===== src/rtl/l1i_fill_unit_if.sv =====
// l1i_fill_unit_if: fill-request, memory-beat and cache-write signals of the
// L1I refill engine.
//   master : the fill unit (drives busy/memRead/memAddress/write*/block).
//   slave  : the environment (fill requester, instruction memory, L1I).
interface l1i_fill_unit_if #(
  parameter int unsigned BLOCK_SIZE    = 32,
  parameter int unsigned BITS_PER_BYTE = 8,
  parameter int unsigned MEM_WIDTH     = 32
);
  localparam int unsigned LINE_W = BLOCK_SIZE * BITS_PER_BYTE;

  logic                 fillRequest_i;
  logic [15:0]          fillAddress_i;
  logic                 abort_i;
  logic                 busy_o;
  logic                 memRead_o;
  logic [15:0]          memAddress_o;
  logic                 memReady_i;
  logic                 memValid_i;
  logic [MEM_WIDTH-1:0] memData_i;
  logic                 writeEnable_o;
  logic [15:0]          writeAddress_o;
  logic [LINE_W-1:0]    block_o;

  modport master (
    input  fillRequest_i, fillAddress_i, abort_i,
    input  memReady_i, memValid_i, memData_i,
    output busy_o, memRead_o, memAddress_o,
    output writeEnable_o, writeAddress_o, block_o
  );

  modport slave (
    output fillRequest_i, fillAddress_i, abort_i,
    output memReady_i, memValid_i, memData_i,
    input  busy_o, memRead_o, memAddress_o,
    input  writeEnable_o, writeAddress_o, block_o
  );
endinterface


===== src/rtl/l1i_fill_unit.sv =====
// l1i_fill_unit: L1 instruction-cache refill engine. Reads one cache line from
// instruction memory one MEM_WIDTH beat at a time (one beat outstanding),
// assembles it, then issues a single-cycle line write to the L1I.
// Ports:
//   clock_i : rising-edge clock
//   reset_i : asynchronous active-low reset
//   bus     : fill request/abort, memory request/valid beat bus and
//             cache write port (see l1i_fill_unit_if)
module l1i_fill_unit #(
  parameter int unsigned BLOCK_SIZE    = 32,
  parameter int unsigned BITS_PER_BYTE = 8,
  parameter int unsigned MEM_WIDTH     = 32
) (
  input  logic               clock_i,
  input  logic               reset_i,
  l1i_fill_unit_if.master    bus
);
  localparam int unsigned LINE_W     = BLOCK_SIZE * BITS_PER_BYTE;
  localparam int unsigned BEATS      = LINE_W / MEM_WIDTH;
  localparam int unsigned BEAT_BYTES = MEM_WIDTH / BITS_PER_BYTE;
  localparam int unsigned K_W        = (BEATS > 1) ? $clog2(BEATS) : 1;

  localparam logic [1:0] S_IDLE  = 2'd0;
  localparam logic [1:0] S_REQ   = 2'd1;
  localparam logic [1:0] S_WAIT  = 2'd2;
  localparam logic [1:0] S_WRITE = 2'd3;

  logic [1:0]        r_state;
  logic [K_W-1:0]    r_k;
  logic [15:0]       r_line;
  logic [15:0]       r_memAddress;
  logic              r_busy;
  logic              r_memRead;
  logic              r_writeEnable;
  logic [LINE_W-1:0] r_block;

  logic [K_W-1:0]    w_kNext;
  logic              w_lastBeat;
  logic [15:0]       w_firstAddr;
  logic [15:0]       w_nextAddr;

  // Byte addresses are formed in 32 bits and truncated, so line indices whose
  // byte offset crosses 64 KiB wrap around to low memory.
  always_comb begin
    w_kNext     = r_k + K_W'(1);
    w_lastBeat  = (r_k == K_W'(BEATS - 1));
    w_firstAddr = 16'(32'(bus.fillAddress_i) * BLOCK_SIZE);
    w_nextAddr  = 16'(32'(r_line) * BLOCK_SIZE + 32'(w_kNext) * BEAT_BYTES);
  end

  always_ff @(posedge clock_i or negedge reset_i) begin
    if (!reset_i) begin
      r_state       <= S_IDLE;
      r_k           <= '0;
      r_line        <= '0;
      r_memAddress  <= '0;
      r_busy        <= 1'b0;
      r_memRead     <= 1'b0;
      r_writeEnable <= 1'b0;
      r_block       <= '0;
    end else if (r_state != S_IDLE && bus.abort_i) begin
      // Abort wins over every transition, including WAIT->WRITE and leaving WRITE.
      r_state       <= S_IDLE;
      r_busy        <= 1'b0;
      r_memRead     <= 1'b0;
      r_writeEnable <= 1'b0;
    end else begin
      case (r_state)
        S_IDLE: begin
          // A simultaneous abort also blocks acceptance here.
          if (bus.fillRequest_i && !bus.abort_i) begin
            r_state      <= S_REQ;
            r_line       <= bus.fillAddress_i;
            r_k          <= '0;
            r_block      <= '0;
            r_busy       <= 1'b1;
            r_memRead    <= 1'b1;
            r_memAddress <= w_firstAddr;
          end
        end
        S_REQ: begin
          if (bus.memReady_i) begin
            r_state   <= S_WAIT;
            r_memRead <= 1'b0;
          end
        end
        S_WAIT: begin
          if (bus.memValid_i) begin
            r_block[r_k*MEM_WIDTH +: MEM_WIDTH] <= bus.memData_i;
            if (w_lastBeat) begin
              r_state       <= S_WRITE;
              r_writeEnable <= 1'b1;
            end else begin
              r_state      <= S_REQ;
              r_k          <= w_kNext;
              r_memRead    <= 1'b1;
              r_memAddress <= w_nextAddr;
            end
          end
        end
        default: begin
          r_state       <= S_IDLE;
          r_writeEnable <= 1'b0;
          r_busy        <= 1'b0;
        end
      endcase
    end
  end

  assign bus.busy_o         = r_busy;
  assign bus.memRead_o      = r_memRead;
  assign bus.memAddress_o   = r_memAddress;
  assign bus.writeEnable_o  = r_writeEnable;
  assign bus.writeAddress_o = r_line;
  assign bus.block_o        = r_block;
endmodule


===== src/flat_wrapper.sv =====
// flat-port wrapper written by rule: the top's interface ports become plain ports
module l1i_fill_unit_flat 
#(
  parameter int unsigned BLOCK_SIZE    = 32,
  parameter int unsigned BITS_PER_BYTE = 8,
  parameter int unsigned MEM_WIDTH     = 32
)
  (clock_i, reset_i, bus_fillRequest_i, bus_fillAddress_i, bus_abort_i, bus_memReady_i, bus_memValid_i, bus_memData_i, bus_busy_o, bus_memRead_o, bus_memAddress_o, bus_writeEnable_o, bus_writeAddress_o, bus_block_o);
  l1i_fill_unit_if #(.BLOCK_SIZE(BLOCK_SIZE), .BITS_PER_BYTE(BITS_PER_BYTE), .MEM_WIDTH(MEM_WIDTH)) bus_i ();
  input  logic clock_i;
  input  logic reset_i;
  input wire logic [$bits(bus_i.fillRequest_i)-1:0] bus_fillRequest_i;
  input wire logic [$bits(bus_i.fillAddress_i)-1:0] bus_fillAddress_i;
  input wire logic [$bits(bus_i.abort_i)-1:0] bus_abort_i;
  input wire logic [$bits(bus_i.memReady_i)-1:0] bus_memReady_i;
  input wire logic [$bits(bus_i.memValid_i)-1:0] bus_memValid_i;
  input wire logic [$bits(bus_i.memData_i)-1:0] bus_memData_i;
  output wire logic [$bits(bus_i.busy_o)-1:0] bus_busy_o;
  output wire logic [$bits(bus_i.memRead_o)-1:0] bus_memRead_o;
  output wire logic [$bits(bus_i.memAddress_o)-1:0] bus_memAddress_o;
  output wire logic [$bits(bus_i.writeEnable_o)-1:0] bus_writeEnable_o;
  output wire logic [$bits(bus_i.writeAddress_o)-1:0] bus_writeAddress_o;
  output wire logic [$bits(bus_i.block_o)-1:0] bus_block_o;
  assign bus_i.fillRequest_i = bus_fillRequest_i;
  assign bus_i.fillAddress_i = bus_fillAddress_i;
  assign bus_i.abort_i = bus_abort_i;
  assign bus_i.memReady_i = bus_memReady_i;
  assign bus_i.memValid_i = bus_memValid_i;
  assign bus_i.memData_i = bus_memData_i;
  assign bus_busy_o = bus_i.busy_o;
  assign bus_memRead_o = bus_i.memRead_o;
  assign bus_memAddress_o = bus_i.memAddress_o;
  assign bus_writeEnable_o = bus_i.writeEnable_o;
  assign bus_writeAddress_o = bus_i.writeAddress_o;
  assign bus_block_o = bus_i.block_o;
  l1i_fill_unit #(.BLOCK_SIZE(BLOCK_SIZE), .BITS_PER_BYTE(BITS_PER_BYTE), .MEM_WIDTH(MEM_WIDTH)) u_core (.clock_i(clock_i), .reset_i(reset_i), .bus(bus_i));
endmodule

===== config.mk =====
export PLATFORM = sky130hd
export DESIGN_NAME = l1i_fill_unit_flat
export DESIGN_NICKNAME = d
export VERILOG_FILES = /design/src/rtl/l1i_fill_unit_if.sv /design/src/rtl/l1i_fill_unit.sv /design/src/flat_wrapper.sv
export SDC_FILE = /design/constraint.sdc
export NUM_CORES = 1
export LEC_CHECK = 0
export ABC_AREA = 1
export CORE_ASPECT_RATIO = 0.5
export CORE_MARGIN = 4
export CORE_UTILIZATION = 53
export DETAILED_ROUTE_END_ITERATION = 12
export PLACE_DENSITY = 0.87
export SLEW_MARGIN = 20
export SYNTH_ARGS = -nofsm -noshare
export SYNTH_HDL_FRONTEND = slang
export SYNTH_SLANG_ARGS = --single-unit

===== constraint.sdc =====
create_clock -name clock_i -period 3.4 [get_ports clock_i]
set_clock_uncertainty 0.1 [all_clocks]
set_input_delay 0.34 -clock clock_i [delete_from_list [all_inputs] [get_ports clock_i]]
set_output_delay 0.34 -clock clock_i [all_outputs]
set_load 0.02 [all_outputs]

## Word-level counts from Yosys, hierarchy flattened

Cells that the tools add are included.

- Logic and storage cells: 73
- Input port bits: 54
- Register bits after elaboration: 296
- Output and inout port bits: 291

- Bitwise logic cells: 1
- Shift operators: 2
- Add/subtract/negate cells: 3
- Reductions and logical operators: 16
- Mux-type cells: 30
- Equality and inequality tests: 13

Operators with widths:

| operator | number |
|---|---|
| 2-to-1 mux 256 bit | 2 |
| case mux 256 bit (2 select lines) | 1 |
| bitwise mux 256 bit | 1 |
| variable shift 32 x 34 -> 256 bit (first input constant) | 1 |
| indexed part select 32 x 34 -> 256 bit | 1 |
| 2-to-1 mux 16 bit | 3 |
| negator 8 -> 34 bit | 1 |
| case mux 16 bit (2 select lines) | 1 |
| adder 16 x 5 -> 16 bit | 1 |
| 2-to-1 mux 2 bit | 5 |
| AND reduction 5 bit | 2 |
| 2-to-1 mux 1 bit | 9 |
| 2-to-1 mux 3 bit | 3 |
| AND reduction 3 bit | 3 |
| != test 2 x 1 -> 1 bit (second input constant) | 3 |
| != test 3 x 1 -> 1 bit (second input constant) | 2 |
| != test 3 x 2 -> 1 bit (second input constant) | 2 |
| case mux 2 bit (3 select lines) | 1 |
| case mux 3 bit (2 select lines) | 1 |
| != test 2 bit (second input constant) | 2 |
| case mux 1 bit (2 select lines) | 2 |
| AND reduction 4 bit | 1 |
| nonzero test 2 bit | 2 |
| nonzero test 4 bit | 1 |
| other kinds (12) | 14 |

## Depth between registers and ports, before layout

- Depth in word-level cells: 5
- Depth in mapped cells: 14
- Mapped depth without buffers: 11

## Worst setup path after synthesis

No wires, ideal clock.

- Path type: register to register
- Start: register u_core.r_k[0]
- End: register u_core.r_block[22], in the netlist u_core.bus.block_o[22]
- Data required time: 3235 ps
- Setup slack: 1010 ps
- Setup time: 65 ps
- Buffers on the path: 2
- Arrival: 2225 ps
- Stages on the path, launching flop included: 13
- Clock period less this slack: 2390 ps
- Cell sequence: dfrtp_1 -> buf_4 -> inv_2 -> ha_1 -> ha_1 -> inv_1 -> nand3_1 -> nor2_2 -> inv_2 -> clkbuf_1 -> nor2_1 -> nand2_1 -> nand2_1

- Word-level cells in the longest chain between the ends: 5
- Elaborated cells between the ends (all ways): 6
- Those cells by class: add/sub: 1; shift: 2; mux: 3

Ends and longest elaborated chain:

| what | line | source |
|---|---|---|
| start, declared | l1i_fill_unit.sv:29 | `logic [K_W-1:0] r_k;` |
| start signal, assigned | l1i_fill_unit.sv:95 | `r_k <= w_kNext;` |
| negator 8 -> 34 bit (*) | l1i_fill_unit.sv:89 | `r_block[r_k*MEM_WIDTH +: MEM_WIDTH] <= bus.memData_i;` |
| indexed part select 32 x 34 -> 256 bit / variable shift 32 x 34 -> 256 bit (equally long branches) | l1i_fill_unit.sv:89 |  |
| bitwise mux 256 bit (*) | l1i_fill_unit.sv:89 |  |
| 2-to-1 mux 256 bit (*) | l1i_fill_unit.sv:88 | `if (bus.memValid_i) begin` |
| case mux 256 bit (2 select lines) (*) | l1i_fill_unit.sv:68 | `case (r_state)` |
| end signal, assigned by index | l1i_fill_unit.sv:89 |  |
| end, declared | l1i_fill_unit.sv:35 | `logic [LINE_W-1:0] r_block;` |

Mark *: on every way between the ends. The rest lies on a longest branch, timed or not. The select of a mux whose other input is x is not followed.
A chain may end at the register's enable or synchronous reset.

## Final worst setup path

- Start: register u_core.r_k[1]
- End: register u_core.r_block[44], in the netlist u_core.bus.block_o[44]

The elaborated chain is that of the path after synthesis.

==> impl_results.md <==
- Status: complete, no violations
- Synthesized area: 12,800 µm²
- CORE AREA: 23,300 µm²
- CP startpoint: u_core.r_k[1]
- Endpoints failing setup: 0
- Hold depth: 3
- Gate Count Post-Synth: 1,590
- Area leader, netlist: dfrtp_1
- WL final: 42,000 µm
- Number of vias per cell: 5.45
- Antenna viol nets, final: 0
- CTS sink count: 291
- IO Port Bufs: 342
- CTS root buffer: clkbuf_16
- Most common cell in the netlist: nand2_1
- EDFF count, synth: 0
- Post-synth top area share: 0.570
- Number of synthesis warnings: 0
- GPL Wtd Cong: 0.907
- FF-to-FF End: u_core.bus.block_o[44]
- Fin Setup TNS: 0 ns
- Clk Latency, worst-skew pair: 0.52 ns
- Synth top area cells: dfrtp_1 (57%), nand2_1 (21%), nand3_1 (8.9%)
- CTS tree: done
- Post-synthesis sequential area ratio: 0.570
- Largest net degree at the start of global routing: 114
- Vias in the first global route: 11,700
- DRC viols: 0
- Total global routing overflow: 0
- Pleak: 8.98 nW
- Initial antenna violation count: 0
- Initial core utilization: 0.549
- Fin crit share: 0.899
- Fmax: 327 MHz
- WS Path Type: reg2reg
- Worst R2R Path Depth: 11
- Row Count: 39
- CP startpoint kind: register
- Area growth syn-to-layout: 35.1%
- CTS H-tree lvls: 1
- Arrival time at the worst endpoint: 3.42 ns
- Crit path to: u_core.bus.block_o[44]
- Share of layout cells above drive strength 1: 0.0497
- Drt initial violations: 1,634
- Placed cell area: 16,500 µm²
- Max-Cap Viols: 0
- Final setup margin: 0.343 ns
- Reg2reg setup slack: 0.34 ns
- Die ar.: 26,800 µm²
- CTS Buf Count: 25
- Worst-path maximum fanout: 33
- RSZ-0062 raised after global routing: no
- Clock transition at path regs: 0.07 ns
- First-pass GRT wire length: 67,000 µm
- Slew margin rel.: 0.344
- Via Count: 12,100
- Tmin final: 3.06 ns
- Post-DP HPWL: 30,200 µm
- I/O Pins: 345
- Async SR Flop Fraction: 1.00
- Final net count: 1,957
- Fin area: 17,300 µm²
- Gr usage total: 0.314
- Die height: 118 µm
- Wire per inst: 18.9 µm
- Antenna Cells: 0
- Worst endpoint required time: 3.76 ns
- Post-CTS Setup Bufs: 0
- Hold Path Class: in2reg
- Pre-CTS setup slack: 0.401 ns
- Post-Syn Area per Cell: 8.04 µm²
- Worst Max-Slew Pin Slew: 0.981 ns
- Die span in x: 228 µm
- Pwr Density: 615 nW/µm²
- Fill cells: 1,655
- Pins Over Slew Limit: 0
- Drt first pass iters: 6
- Final hold vios: 0
- Ys flop type: dfrtp_1
- Register bit total from synthesis: 291
- Clock buffer depth: 3
- Peak VDD IR: 522 µV
- Power Total: 0.0106 W
- R2R Path Start: u_core.r_k[1]
- Hold Startpoint: bus_fillAddress_i[9]
- Unique masters post-synth: 23
- CP endpoint kind: register
- Fin Hold WS: 0.291 ns
- Most frequent cells after synthesis: nand2_1 (705), dfrtp_1 (291), nand3_1 (228)
state kept, by name, indices dropped and copies added, names as in the netlist:
name,count
u_core.r_state,2
u_core.bus.memRead_o,1
u_core.r_k,2
u_core.bus.memAddress_o,12
u_core.bus.writeEnable_o,1
u_core.bus.busy_o,1
u_core.bus.block_o,256
u_core.bus.writeAddress_o,16
routing by layer:
metal | global-route usage | share of wire
met5 | 0 | 0
met4 | 0.114 | 0.041
met3 | 0.0658 | 0.087
met2 | 0.474 | 0.45
met1 | 0.452 | 0.42
cells by family after synthesis:
group	after synthesis	synth area share
other cells	1	0.000293
flops	291	0.570
compound gates	42	0.0176
mux	5	0.00440
buf+inv	166	0.0553
fa+ha+maj	8	0.00783
simple gates	1077	0.345
final cells by class:
| type | count | area (µm²) | share of cell area |
|---|---|---|---|
| inverters | 67 | 251 | 0.0146 |
| clock inverters | 5 | 25.0 | 0.00145 |
| well taps | 307 | 384 | 0.0222 |
| repair buffers | 376 | 3720 | 0.216 |
| multi-input cells | 1134 | 4830 | 0.280 |
| flip-flops and latches | 291 | 7280 | 0.422 |
| clock buffers | 40 | 772 | 0.0447 |
power by group:
group | internal [W] | total, W | switching [W] | leakage, nW
registers | 0.00378 | 0.00398 | 0.000199 | 4.01
clock network | 0.00155 | 0.00283 | 0.00127 | 0.399
logic | 0.00117 | 0.00382 | 0.00265 | 4.57
timing repair:
item	4_1_cts	5_1_grt
resized for setup	0	0
hold buffers	1	0
hold endpoints to repair	109	0
per-stage QoR:
stage	util	std cells
6_report	0.742	2220
5_1_grt	0.742	2220
4_1_cts	0.742	2220
3_5_place_dp	0.707	2174
3_3_place_gp	0.707	2174
2_1_floorplan	-	1591
critical path, stage by stage, from the launching register on:
cell      delay, ns
dfrtp_1        0.40
inv_1          0.09
ha_1           0.18
ha_1           0.21
clkinv_1       0.38
nand2_1        0.64
nor3_2         0.06
buf_4          0.27
o21ai_2        0.14
buf_4          0.34
nand2_1        0.10
nand2_1        0.08
placed cells by master, fill, tap and decap left out:
cell             count
a21oi_1              5
buf_12               3
buf_4               30
buf_8                1
clkbuf_1             6
clkbuf_16           25
clkbuf_8             9
clkdlybuf4s50_1    341
clkinv_1             1
clkinv_2             5
conb_1               2
dfrtp_1            291
dlygate4sd3_1        1
ha_1                 8
inv_1               62
inv_2                4
mux2_2               5
nand2_1            705
nand2_2              1
nand3_1            228
nand3b_1            15
nand4_1              6
nor2_1             113
nor2_2               4
nor2_4               3
nor3_1               1
nor3_2               1
o21ai_0             32
o21ai_1              1
o21ai_2              4
worst min-delay path by stage:
stage                                    to  slack, ns
5_1_grt        u_core.bus.writeAddress_o[9]       0.30
2_1_floorplan         u_core.bus.block_o[0]      -0.06
6_report       u_core.bus.writeAddress_o[9]       0.29
3_3_place_gp        u_core.bus.block_o[239]       0.35
4_1_cts        u_core.bus.writeAddress_o[3]       0.29
3_5_place_dp        u_core.bus.block_o[197]       0.36
(Power assumes the default switching activity.)
